$ cat src/rtl/seg_update_master_pkg.sv
// Shared definitions for the 7-segment update master: register offsets,
// digit count, FSM state encoding and small nibble/address helpers.
package seg_pkg;

  localparam logic [11:0] SEG_OFF_DIGIT0   = 12'h000;
  localparam int          SEG_DIGIT_STRIDE = 4;
  localparam logic [11:0] SEG_OFF_SEL      = 12'h020;
  localparam logic [11:0] SEG_OFF_STRB     = 12'h024;
  localparam logic [11:0] SEG_OFF_RES      = 12'h028;
  localparam int          SEG_NUM_DIGITS   = 8;

  typedef enum logic [2:0] {
    INIT,
    IDLE,
    SCAN,
    SEL,
    DONE
  } seg_state_t;

  // Nibble idx of a 32-bit display value (nibble 0 = rightmost digit).
  function automatic logic [3:0] seg_nib(input logic [31:0] v, input logic [2:0] idx);
    return v[{idx, 2'b00} +: 4];
  endfunction

  // Peripheral address of digit register idx.
  function automatic logic [31:0] seg_digit_addr(input logic [31:0] base, input logic [2:0] idx);
    return base + {20'b0, SEG_OFF_DIGIT0} + 32'(idx) * 32'(SEG_DIGIT_STRIDE);
  endfunction

endpackage

$ cat src/rtl/seg_update_master_if.sv
// Value handshake plus peripheral write port of the 7-segment update master.
// master: the update block itself; slave: the side that feeds values and
// receives the peripheral transactions.
interface seg_update_master_if;
  logic [31:0] val_i;
  logic        val_valid_i;
  logic        val_ready_o;
  logic        busy_o;
  logic        done_o;
  logic        req_o;
  logic        we_o;
  logic [31:0] addr_o;
  logic [31:0] wdata_o;

  modport master (
    input  val_i, val_valid_i,
    output val_ready_o, busy_o, done_o, req_o, we_o, addr_o, wdata_o
  );

  modport slave (
    output val_i, val_valid_i,
    input  val_ready_o, busy_o, done_o, req_o, we_o, addr_o, wdata_o
  );
endinterface

$ cat src/rtl/seg_update_master_lzb_mask.sv
// Leading-zero blanking mask: bit d is set when any nibble at or above d is
// nonzero, so digits 0..k stay lit where k is the highest nonzero nibble.
// A zero value still lights digit 0.
module seg_lzb_mask
  import seg_pkg::*;
(
  input  logic [31:0]               val,
  output logic [SEG_NUM_DIGITS-1:0] lz
);

  logic [SEG_NUM_DIGITS-1:0] nz;
  logic [SEG_NUM_DIGITS-1:0] lz_raw;

  genvar gi;
  generate
    for (gi = 0; gi < SEG_NUM_DIGITS; gi++) begin : g_dig
      assign nz[gi]     = |val[4*gi +: 4];
      assign lz_raw[gi] = |nz[SEG_NUM_DIGITS-1:gi];
    end
  endgenerate

  // Keep digit 0 lit for an all-zero value.
  assign lz = lz_raw | {{(SEG_NUM_DIGITS-1){1'b0}}, ~(|nz)};

endmodule

$ cat src/rtl/seg_update_master.sv
// 7-segment display update master. Clears the peripheral after reset, then
// for each accepted value writes only the changed digits (one slot per digit)
// followed by a digit-select write and a done pulse.
// Optional build macro SEG_LZB_EN enables leading-zero blanking of the
// select mask.
module seg_update_master
  import seg_pkg::*;
#(
  parameter logic [31:0] BASE_ADDR = 32'h0000_0000,
  parameter logic [7:0]  SEL_MASK  = 8'hFF
) (
  input  logic                CLK100,
  input  logic                resetn,
  seg_update_master_if.master bus
);

  seg_state_t  state_reg, state_next;
  logic [2:0]  idx_reg, idx_next;
  logic [31:0] cur_reg, cur_next;
  logic [31:0] shadow_reg, shadow_next;
  logic        req_reg, req_next;
  logic [31:0] addr_reg, addr_next;
  logic [31:0] wdata_reg, wdata_next;
  logic        ready_reg, ready_next;
  logic        busy_reg, busy_next;
  logic        done_reg, done_next;

  logic        load_slot;
  logic [31:0] slot_src;
  logic [2:0]  slot_idx;
  logic [3:0]  slot_nib;
  logic [7:0]  sel_mask;

`ifdef SEG_LZB_EN
  logic [7:0] lz_mask;

  seg_lzb_mask u_lzb (
    .val (cur_reg),
    .lz  (lz_mask)
  );

  assign sel_mask = SEL_MASK & lz_mask;
`else
  assign sel_mask = SEL_MASK;
`endif

  // Outputs are registered, so each branch prepares the outputs of the state
  // being entered: the registers show that state's transaction next cycle.
  always_comb begin
    state_next  = state_reg;
    idx_next    = idx_reg;
    cur_next    = cur_reg;
    shadow_next = shadow_reg;
    req_next    = 1'b0;
    addr_next   = addr_reg;
    wdata_next  = wdata_reg;
    load_slot   = 1'b0;
    slot_src    = cur_reg;
    slot_idx    = idx_reg + 3'd1;
    slot_nib    = 4'h0;

    case (state_reg)
      INIT: begin
        // First cycle out of reset issues the clear; once it is on the bus, move on.
        if (req_reg) begin
          state_next = IDLE;
        end else begin
          req_next    = 1'b1;
          addr_next   = BASE_ADDR + {20'b0, SEG_OFF_RES};
          wdata_next  = 32'h0;
          shadow_next = 32'h0;
        end
      end
      IDLE: begin
        if (bus.val_valid_i && ready_reg) begin
          cur_next   = bus.val_i;
          idx_next   = 3'd0;
          state_next = SCAN;
          load_slot  = 1'b1;
          slot_src   = bus.val_i;
          slot_idx   = 3'd0;
        end
      end
      SCAN: begin
        if (idx_reg == 3'(SEG_NUM_DIGITS - 1)) begin
          state_next = SEL;
          req_next   = 1'b1;
          addr_next  = BASE_ADDR + {20'b0, SEG_OFF_SEL};
          wdata_next = {24'b0, sel_mask};
        end else begin
          idx_next  = idx_reg + 3'd1;
          load_slot = 1'b1;
        end
      end
      SEL:     state_next = DONE;
      DONE:    state_next = IDLE;
      default: state_next = INIT;
    endcase

    // A digit slot writes only when the digit differs from what is displayed.
    if (load_slot) begin
      slot_nib = seg_nib(slot_src, slot_idx);
      if (slot_nib != seg_nib(shadow_reg, slot_idx)) begin
        req_next   = 1'b1;
        addr_next  = seg_digit_addr(BASE_ADDR, slot_idx);
        wdata_next = {28'b0, slot_nib};
        shadow_next[{slot_idx, 2'b00} +: 4] = slot_nib;
      end
    end

    ready_next = (state_next == IDLE);
    busy_next  = (state_next != IDLE);
    done_next  = (state_next == DONE);
  end

  // State and output registers with synchronous active-low reset.
  always_ff @(posedge CLK100) begin
    if (!resetn) begin
      state_reg  <= INIT;
      idx_reg    <= 3'd0;
      cur_reg    <= 32'h0;
      shadow_reg <= 32'h0;
      req_reg    <= 1'b0;
      addr_reg   <= 32'h0;
      wdata_reg  <= 32'h0;
      ready_reg  <= 1'b0;
      busy_reg   <= 1'b1;
      done_reg   <= 1'b0;
    end else begin
      state_reg  <= state_next;
      idx_reg    <= idx_next;
      cur_reg    <= cur_next;
      shadow_reg <= shadow_next;
      req_reg    <= req_next;
      addr_reg   <= addr_next;
      wdata_reg  <= wdata_next;
      ready_reg  <= ready_next;
      busy_reg   <= busy_next;
      done_reg   <= done_next;
    end
  end

  assign bus.req_o       = req_reg;
  assign bus.we_o        = req_reg;
  assign bus.addr_o      = addr_reg;
  assign bus.wdata_o     = wdata_reg;
  assign bus.val_ready_o = ready_reg;
  assign bus.busy_o      = busy_reg;
  assign bus.done_o      = done_reg;

endmodule

$ cat src/flat_wrapper.sv
// flat-port wrapper written by rule: the top's interface ports become plain ports
module seg_update_master_flat import seg_pkg::*;
#(
  parameter logic [31:0] BASE_ADDR = 32'h0000_0000,
  parameter logic [7:0]  SEL_MASK  = 8'hFF
)
  (CLK100, resetn, bus_val_i, bus_val_valid_i, bus_val_ready_o, bus_busy_o, bus_done_o, bus_req_o, bus_we_o, bus_addr_o, bus_wdata_o);
  seg_update_master_if bus_i ();
  input  logic CLK100;
  input  logic resetn;
  input wire logic [$bits(bus_i.val_i)-1:0] bus_val_i;
  input wire logic [$bits(bus_i.val_valid_i)-1:0] bus_val_valid_i;
  output wire logic [$bits(bus_i.val_ready_o)-1:0] bus_val_ready_o;
  output wire logic [$bits(bus_i.busy_o)-1:0] bus_busy_o;
  output wire logic [$bits(bus_i.done_o)-1:0] bus_done_o;
  output wire logic [$bits(bus_i.req_o)-1:0] bus_req_o;
  output wire logic [$bits(bus_i.we_o)-1:0] bus_we_o;
  output wire logic [$bits(bus_i.addr_o)-1:0] bus_addr_o;
  output wire logic [$bits(bus_i.wdata_o)-1:0] bus_wdata_o;
  assign bus_i.val_i = bus_val_i;
  assign bus_i.val_valid_i = bus_val_valid_i;
  assign bus_val_ready_o = bus_i.val_ready_o;
  assign bus_busy_o = bus_i.busy_o;
  assign bus_done_o = bus_i.done_o;
  assign bus_req_o = bus_i.req_o;
  assign bus_we_o = bus_i.we_o;
  assign bus_addr_o = bus_i.addr_o;
  assign bus_wdata_o = bus_i.wdata_o;
  seg_update_master #(.BASE_ADDR(BASE_ADDR), .SEL_MASK(SEL_MASK)) u_core (.CLK100(CLK100), .resetn(resetn), .bus(bus_i));
endmodule
$ cat config.mk
export PLATFORM = sky130hd
export DESIGN_NAME = seg_update_master_flat
export DESIGN_NICKNAME = d
export VERILOG_FILES = /design/src/rtl/seg_update_master_pkg.sv /design/src/rtl/seg_update_master_if.sv /design/src/rtl/seg_update_master_lzb_mask.sv /design/src/rtl/seg_update_master.sv /design/src/flat_wrapper.sv
export SDC_FILE = /design/constraint.sdc
export NUM_CORES = 1
export LEC_CHECK = 0
export ABC_CLOCK_PERIOD_IN_PS = 4330
export BUFFER_PORTS_ARGS = -buffer_cell sky130_fd_sc_hd__clkbuf_2
export CAP_MARGIN = 5
export CORE_MARGIN = 10
export CORE_UTILIZATION = 45
export CTS_CLUSTER_DIAMETER = 150
export DETAILED_ROUTE_END_ITERATION = 8
export PLACE_DENSITY = 0.66
export SLEW_MARGIN = 20
export SYNTH_ARGS = -nofsm -noshare
export SYNTH_HDL_FRONTEND = slang
export SYNTH_SLANG_ARGS = --single-unit
$ cat constraint.sdc
create_clock -name CLK100 -period 4.33 [get_ports CLK100]
set_input_delay 0.433 -clock CLK100 [delete_from_list [all_inputs] [get_ports CLK100]]
set_output_delay 0.433 -clock CLK100 [all_outputs]
set_load 0.05 [all_outputs]
Word-level counts from Yosys, hierarchy flattened --
Index checks and enable logic that the tools add are counted.
Word-level totals: input port bits 35, register bits 138, logic and storage cells 65, output and inout bits 69
Cells by class: multiplexer cells 34, reductions and logical operators 4, $add $sub $neg 2, shift-type cells 4, equality and inequality tests 11
Operator list (count):
- two-way mux 32 bit | 14
- one-hot mux 32 bit (2 select lines) | 2
- variable part select 32 x 6 -> 4 bit | 2
- bitwise mux 32 bit | 1
- variable shift 4 x 7 -> 32 bit (first input constant) | 1
- variable part select 4 x 7 -> 32 bit | 1
- two-way mux 3 bit | 7
- one-hot mux 3 bit (5 select lines) | 1
- equality test 3 bit (second input constant) | 3
- negation 5 -> 7 bit | 1
- equality test 3 x 1 -> 1 bit (second input constant) | 2
- equality test 3 x 2 -> 1 bit (second input constant) | 2
- two-way mux 1 bit | 6
- one-hot mux 3 bit (2 select lines) | 1
- != test 4 bit | 1
- one-hot mux 1 bit (2 select lines) | 2
- adder 3 x 1 -> 3 bit (second input constant) | 1
- zero test 3 bit | 1
- != test 3 x 1 -> 1 bit (second input constant) | 1
- AND reduction 3 bit | 1
- != test 2 x 1 -> 1 bit (second input constant) | 1
- != test 2 bit (second input constant) | 1
- nonzero test 2 bit | 1
- logical AND 1 bit | 1

Depth between registers and ports, before layout --
Gate-level depths: netlist of run 1.
word-level depth 8, mapped depth 13, mapped depth without buffers 10

Worst setup path before layout of run 1 --
No wires, ideal clock.
path kind register -> register, start register u_core.idx_reg[0], end register u_core.wdata_reg[2], in the netlist u_core.bus.wdata_o[2], data required time 4.244 ns, slack 1.496 ns, period minus slack after synthesis 2.834 ns, buffers on the path 4, arrival time 2.748 ns, setup time 0.086 ns, cell stages (with the launch flop) 12, cell sequence dfxtp_1 > ha_1 > ha_1 > clkbuf_1 > clkbuf_1 > a211oi_1 > o32ai_1 > xor2_1 > a41oi_4 > buf_6 > buf_4 > a211oi_1
On the way: word-level cells in the longest chain between the ends 7, elaborated cells between the ends (all ways) 13, classes of those cells add/sub: 1; eq/ne: 2; shift: 2; mux: 8
RTL lines:
- from (decl) | line seg_update_master.sv:18 | logic [2:0] idx_reg, idx_next;
- from (signal assigned) | line seg_update_master.sv:131 | idx_reg <= idx_next;
- adder 3 x 1 -> 3 bit | line seg_update_master.sv:59 | slot_idx = idx_reg + 3'd1;
- two-way mux 3 bit | line seg_update_master.sv:75 | if (bus.val_valid_i && ready_reg) begin
- two-way mux 3 bit | line seg_update_master.sv:62 | case (state_reg)
- variable part select 32 x 6 -> 4 bit | line seg_update_master_pkg.sv:22 | return v[{idx, 2'b00} +: 4];
- != test 4 bit | line seg_update_master.sv:103 | if (slot_nib != seg_nib(shadow_reg, slot_idx)) begin
- two-way mux 32 bit | line seg_update_master.sv:103
- two-way mux 32 bit (*) | line seg_update_master.sv:101 | if (load_slot) begin
- to (signal assigned) | line seg_update_master.sv:136 | wdata_reg <= wdata_next;
- to (decl) | line seg_update_master.sv:23 | logic [31:0] wdata_reg, wdata_next;
Every way passes the cells marked *; elsewhere a longest branch is shown, timed or not. A chain may end at the register's enable or synchronous reset.

Worst setup path in the final report of run 1 --
start register u_core.idx_reg[0], end register u_core.shadow_reg[9]
On the way: word-level cells in the longest chain between the ends 8, elaborated cells between the ends (all ways) 15, classes of those cells add/sub: 2; eq/ne: 2; shift: 4; mux: 7
RTL lines:
- adder 3 x 1 -> 3 bit | line seg_update_master.sv:59
- two-way mux 3 bit | line seg_update_master.sv:75
- two-way mux 3 bit | line seg_update_master.sv:62
- variable part select 32 x 6 -> 4 bit / negation 5 -> 7 bit (equally long branches) | line seg_update_master_pkg.sv:22, seg_update_master.sv:107
- variable part select 4 x 7 -> 32 bit / variable shift 4 x 7 -> 32 bit (equally long branches) | line seg_update_master.sv:107 | shadow_next[{slot_idx, 2'b00} +: 4] = slot_nib;
- bitwise mux 32 bit | line seg_update_master.sv:107
- two-way mux 32 bit | line seg_update_master.sv:103
- two-way mux 32 bit (*) | line seg_update_master.sv:101
- to (signal assigned) | line seg_update_master.sv:133 | shadow_reg <= shadow_next;
- to (decl) | line seg_update_master.sv:20 | logic [31:0] shadow_reg, shadow_next;
Marked as above.

==> impl_metrics.json, run 1 <==
{
  "status": "complete, no violations",
  "num_rows": 40,
  "fp.dieH_um": 131,
  "cts-root-buf": "clkbuf_16",
  "initial_core_util_pct": 45.8,
  "via_per_inst": 5.36,
  "hold_violations": 0,
  "antenna_cells": 0,
  "yosysWarnings": 0,
  "critPathTopFamily": "compound AO/OA/AOI/OAI gates",
  "ant_nets": 0,
  "die-area_um2": 17100,
  "drive_gt1_share_pct": 24.3,
  "grt_pass1_wl_um": 22900,
  "cellPowerDensity_nw_per_um2": 428,
  "drtIter0Drc": 277,
  "slew_headroom_pct": 42.2,
  "drc_errors": 0,
  "hp-class": "input port to register",
  "grtUsageTotal_pct": 17.0,
  "path_cells": "ha_1 > nor2b_1 > a2111oi_0 > nor4_1 > a21oi_2 > xnor2_1 > a41oi_4 > nand4_1 > mux2i_1",
  "firstDrtPassIters": 5,
  "ys_seq_area_share_pct": 50.2,
  "grt-ovfl-total": 0,
  "period_share_pct": 86.8,
  "synthesis.nets": 616,
  "hold_slack_ns": 0.233,
  "vdd_drop_max_mv": 0.287,
  "worst_slack_ns": 0.571,
  "finClkSkew_ns": 0.00755,
  "final.setup.tns_ns": 0,
  "dp.cells": 794,
  "slowest_delay_ns": 0.78,
  "endpoint_kind": "register",
  "place_hpwl_um": 9750,
  "worst_pin_slew_ns": 0.865,
  "synth_area_um2": 5510,
  "worstSetupPathType": "register to register",
  "routed_wl_um": 13700,
  "place_ws_ns": 0.602,
  "stdcell_count": 825,
  "wl_per_cell_um": 16.6,
  "path_buf_inv": 0,
  "die_w_um": 131,
  "vias": 4418,
  "max_freq_mhz": 266,
  "place.gp.congestion": 0.910,
  "cts_num_sinks": 138,
  "cp_max_fo": 27,
  "syn-mean-instance-area_um2": 9.57,
  "crit_slowest_cell": "a41oi_4",
  "grt_max_degree": 53,
  "required_ns": 4.67,
  "rsz0062_at_grt": "false",
  "area_growth_pct": 20.3,
  "synthCells": 575,
  "post-route-min-period_ns": 3.76,
  "cts_made_buffers": 17,
  "arrival_ns": 4.10,
  "startpoint_type": "register",
  "synth_cell_types": 53,
  "synth_seq_cells": 138,
  "portBuffers": 103,
  "finalSetupViolations": 0,
  "nets": 707,
  "num_io_pins": 104,
  "report.final.slew_viol_count": 0,
  "grt_pass1_vias": 4618,
  "fp.coreArea_um2": 12000,
  "tritoncts": "done",
  "clk_path_buf_depth": 2,
  "ctsHoldBuffers": 0,
  "post_cts_buffers": 0,
  "cts-resized-gates": 0,
  "insertion_delay_ns": 0.42,
  "antenna_found_initial": 0,
  "max-cap-violations": 0,
  "clkTransAtPathRegs_ns": 0.06,
  "r2r_setup_slack_ns": 0.57,
  "p_leak_nw": 2.81,
  "cts_max_level": 4
}
## cell usage after synthesis, drive strengths merged
cell | n | share of area (%)
a41oi | 1 | 0.50
buf | 24 | 2.4
nor3b | 2 | 0.36
and3b | 1 | 0.16
a2111oi | 3 | 0.48
mux2i | 26 | 4.7
xor2 | 2 | 0.32
nor3 | 6 | 0.75
o21a | 6 | 0.82
a31oi | 1 | 0.11
a22o | 4 | 0.64
inv | 9 | 0.66
nor2 | 26 | 1.8
clkbuf | 14 | 0.95
nor4 | 2 | 0.23
or3 | 1 | 0.11
nor2b | 14 | 1.6
nand2 | 102 | 7.0
nand4b | 3 | 1.3
xnor2 | 2 | 0.32
mux4 | 6 | 2.5
and4 | 3 | 0.48
nand3 | 6 | 0.55
o32a | 2 | 0.36
a31o | 1 | 0.16
nand4 | 7 | 0.80
ha | 6 | 1.4
a21oi | 43 | 4.0
and3 | 2 | 0.23
a22oi | 2 | 0.27
and2 | 53 | 6.1
dfxtp | 138 | 50
o22ai | 2 | 0.23
nand2b | 10 | 1.1
mux2 | 2 | 0.41
o21ai | 10 | 0.98
a211oi | 19 | 2.6
a32o | 7 | 1.3
o221ai | 2 | 0.32
o32ai | 3 | 0.61
o31a | 2 | 0.32
## cells in the final DEF, fill, tap and decap left out, types with 3 or more instances in the layout
master	synthesis	final
a2111oi_0	3	3
a211oi_1	19	19
a21oi_1	41	41
a22o_1	4	4
a32o_1	7	7
and2_1	52	52
and4_1	3	3
buf_4	2	7
clkbuf_16	0	17
clkbuf_2	0	103
clkbuf_8	0	4
clkinv_2	0	4
clkinvlp_4	0	3
dfxtp_1	138	138
ha_1	6	6
inv_1	7	7
mux2i_1	26	26
mux4_2	6	6
nand2_1	101	101
nand2b_1	10	10
nand3_1	6	6
nand4_1	7	7
nand4b_4	3	3
nor2_1	26	25
nor2b_1	14	14
nor3_1	5	5
o21a_1	6	6
o21ai_0	9	9
## cell type report
class / count / area [um^2]
fill: 1048 / 5390
sequential: 138 / 2760
multi-input combinational: 390 / 2520
timing repair buffer: 110 / 568
clock buffer: 21 / 480
tap: 147 / 184
clock inverter: 10 / 68.8
inverter: 9 / 36.3
## worst register-to-register path, stage by stage (launching register included)
cell       delay, ns
dfxtp_1         0.32
ha_1            0.74
nor2b_1         0.12
a2111oi_0       0.44
nor4_1          0.11
a21oi_2         0.31
xnor2_1         0.19
a41oi_4         0.78
nand4_1         0.41
mux2i_1         0.27
## where the power goes
part           leakage [nW]  total, W  internal [W]  switching [W]
clock network         0.267   0.00132      0.000787       0.000534
logic                  1.43  0.000218     0.0000598       0.000159
registers              1.11   0.00130       0.00129      0.0000128
## layer usage
layer	vias to the layer above	global-route usage [%]	share of wire [%]
met3	29	6.81	8.9
met1	2050	20.8	44
met5	-	0	0
met2	166	25.0	45
li1	2173	-	-
met4	0	9.03	2.6
## metrics by stage
stage	total power (W)	util, %	area [um^2]
2_1_floorplan	0.00148	-	5510
3_3_place_gp	0.00154	50.6	6080
3_5_place_dp	0.00154	50.6	6080
4_1_cts	0.00286	55.2	6630
5_1_grt	0.00294	55.2	6630
6_report	0.00284	55.2	6630
## worst paths after layout
| check | from | endpoint | depth (start not counted) |
|---|---|---|---|
| setup / recovery | u_core.idx_reg[0] | u_core.shadow_reg[9] | 9 |
| hold / removal | bus_val_i[30] | u_core.cur_reg[30] | 3 |
| setup reg to reg | u_core.idx_reg[0] | u_core.shadow_reg[9] | 9 |
| hold reg to reg | u_core.cur_reg[20] | u_core.cur_reg[20] | 2 |
## cell families after synthesis
group	after synthesis	synth area share, %
adders and majority gates	6	1.36
muxes	34	7.59
xor gates and xnor gates	4	0.636
DFF	138	50.2
buffers and inverters	47	4.00
and+or+nand+nor	238	22.5
AOI/OAI and AO/OA	108	13.7
(Power assumes the default switching activity.)
==> run 2: changes to the inputs <==
Settings changed: ABC_AREA from default to 1, CELL_PAD_IN_SITES_DETAIL_PLACEMENT from default to 1, CELL_PAD_IN_SITES_GLOBAL_PLACEMENT from default to 2, CORE_UTILIZATION 45 to 33, PLACE_DENSITY 0.66 to 0.84.
==> impl_metrics.json, run 2 <==
{
  "p_leak_nw": 3.56,
  "fp.coreArea_um2": 18900,
  "cts_num_sinks": 138,
  "via_per_inst": 4.75,
  "yosysWarnings": 0,
  "switchingPower_w": 0.000921,
  "hp-start": "bus_val_i[13]",
  "initial_core_util_pct": 33.8,
  "grt-ovfl-total": 0,
  "grtUsageTotal_pct": 16.2,
  "ant_nets": 0,
  "multiInputGateArea_um2": 2990,
  "synth_top_area_cell": "dfxtp_1",
  "arrival_ns": 3.69,
  "antenna_found_initial": 0,
  "cellPowerDensity_nw_per_um2": 414,
  "ctsHoldBuffers": 0,
  "final_cell_mix": "nand2_1, nor2_1, dfxtp_1",
  "die_w_um": 159,
  "synth_edf_count": 0,
  "cts-resized-gates": 0,
  "post_cts_buffers": 0,
  "pwr-share-seq_pct": 41.0,
  "cts_max_level": 4,
  "worstSetupPathType": "register to register",
  "hp-class": "input port to register",
  "finalSetupViolations": 0,
  "power.share.clock_pct": 46.9,
  "place_hpwl_um": 14900,
  "clk_path_buf_depth": 2,
  "drtIter0Drc": 268,
  "yosys-top-cells-count": "nand2_1, nor2_1, dfxtp_1, inv_1, nand3_1",
  "max_freq_mhz": 295,
  "cts_made_buffers": 17,
  "post-route-min-period_ns": 3.39,
  "intPower_w": 0.00226,
  "num_rows": 50,
  "fillers": 2500,
  "antenna_cells": 0,
  "p_sw_share_pct": 28.9,
  "p_comb_share_pct": 12.0,
  "regArea_um2": 2760,
  "grt_pass1_vias": 6686,
  "required_ns": 4.62,
  "worst_slack_ns": 0.937,
  "worst_pin_slew_ns": 0.832,
  "report.final.slew_viol_count": 0,
  "worstReg2RegStart": "u_core.bus.val_ready_o",
  "die-area_um2": 25300,
  "synth_cell_types": 26,
  "tritoncts": "done",
  "vdd_drop_max_mv": 0.275,
  "final.setup.tns_ns": 0,
  "cts-root-buf": "clkbuf_16",
  "status": "complete, no violations",
  "vias": 6362,
  "fp.dieH_um": 159,
  "routed_wl_um": 20500,
  "synthesis.nets": 1023,
  "place.gp.congestion": 0.861,
  "wl_per_cell_um": 15.3,
  "ys_seq_area_share_pct": 43.2,
  "gr-usage-met3_pct": 5.71,
  "max-cap-violations": 0,
  "startpoint_type": "register",
  "finClkSkew_ns": 0.0110,
  "firstDrtPassIters": 5,
  "grt_max_degree": 56,
  "clkTransAtPathRegs_ns": 0.07,
  "grt_pass1_wl_um": 34100,
  "grtUsageMet2_pct": 27.1,
  "period_share_pct": 78.4,
  "synth_seq_cells": 138,
  "gr-max-usage-layer": "met2",
  "syn-mean-instance-area_um2": 6.51,
  "drive_gt1_share_pct": 15.8,
  "slew_headroom_pct": 44.4,
  "endpoint_kind": "register",
  "drc_errors": 0,
  "cp_max_fo": 53,
  "place_ws_ns": 0.728,
  "rsz0062_at_grt": "false",
  "num_io_pins": 104,
  "synth_area_leaders": "dfxtp_1, nand2_1, nor2_1",
  "synthCells": 982,
  "yosysMostFrequentCell": "nand2_1",
  "layout_commonest_cell": "nand2_1",
  "portBuffers": 103,
  "critPathLaunch": "u_core.bus.val_ready_o",
  "met1_usage_pct": 19.4,
  "nets": 1108,
  "synthArstFlopShare_pct": 0,
  "area_growth_pct": 20.3,
  "insertion_delay_ns": 0.43,
  "synth_area_um2": 6390,
  "hold_violations": 0,
  "ys.flop_type": "dfxtp_1",
  "synth.top_cell.area_share_pct": 43.2
}
==> run 2: cell count changes after synthesis, sizes merged, moves of 10 or more <==
cell    change
clkbuf     +11
mux2i      -26
nor2b      -14
a211oi     -19
o21ai      +35
nor2      +140
and2       -53
nand3      +86
nand2     +211
nand2b     -10
inv        +98
a21oi      -11
==> run 2: cells by family (layout without fill, tap and decap cells) <==
kind of cell	count (synthesis)	after routing	share of synthesized area, %
fa+ha+maj	6	6	1.17
buf+inv	159	256	10.1
simple gates	599	599	39.2
flops	138	138	43.2
compound gates	80	80	6.34
==> run 2: power by group through the flow <==
| stage | registers (W) | clock network, W | logic, W |
|---|---|---|---|
| 2_1_floorplan | 0.00136 | 0 | 0.000262 |
| 3_3_place_gp | 0.00133 | 0 | 0.000388 |
| 3_5_place_dp | 0.00134 | 0 | 0.000389 |
| 4_1_cts | 0.00131 | 0.00153 | 0.000391 |
| 5_1_grt | 0.00131 | 0.00158 | 0.000432 |
| 6_report | 0.00131 | 0.00149 | 0.000383 |
==> run 2: worst max-delay path: stages, from the launching register on <==
cell and delay (ns):
dfxtp_1 0.36, nand2_1 0.14, inv_1 0.11, nand3_2 0.24, nand2_1 0.32, buf_4 0.28
inv_1 0.06, buf_4 0.18, nand2_1 0.07, nand3_1 0.08, nand2_1 0.07, nand2_1 0.05
nand2_1 0.06, nand2_1 0.05, nand2_1 0.11, nor2_4 0.06, nand2_4 0.22, nand2_4 0.19
nand2_4 0.47, nor2_1 0.09
==> run 2: final timing paths <==
| path | to | slack (ns) | depth (start not counted) |
|---|---|---|---|
| max reg2reg | u_core.bus.addr_o[22] | 0.94 | 19 |
| max | u_core.bus.addr_o[22] | 0.94 | 19 |
| min | u_core.cur_reg[13] | 0.26 | 3 |
| min reg2reg | u_core.bus.addr_o[9] | 0.44 | 2 |
==> run 2: final cells by class <==
class | instances | share of cell area, %
Clock buffer | 18 | 5.71
Timing Repair Buffer | 116 | 7.97
Inverter | 109 | 5.32
Clock inverter | 13 | 2.07
Tap cell | 260 | 4.23
Sequential cell | 138 | 35.9
Multi-Input combinational cell | 685 | 38.8
==> run 2: through the flow <==
stage | instance area (um^2) | instances | hold WS (ns) | power (W) | utilization [%]
2_1_floorplan | 6390 | 982 | 0.430 | 0.00162 | -
3_3_place_gp | 7100 | 1308 | 0.430 | 0.00172 | 37.6
3_5_place_dp | 7100 | 1308 | 0.436 | 0.00172 | 37.6
4_1_cts | 7690 | 1339 | 0.253 | 0.00322 | 40.7
5_1_grt | 7690 | 1339 | 0.277 | 0.00332 | 40.7
6_report | 7690 | 1339 | 0.258 | 0.00318 | 40.7
==> run 2: metal layers <==
metal	vias to the layer above	routed length [um]
li1	3215	-
met3	21	1420
met5	-	0
met4	0	225
met2	147	9610
met1	2979	9280
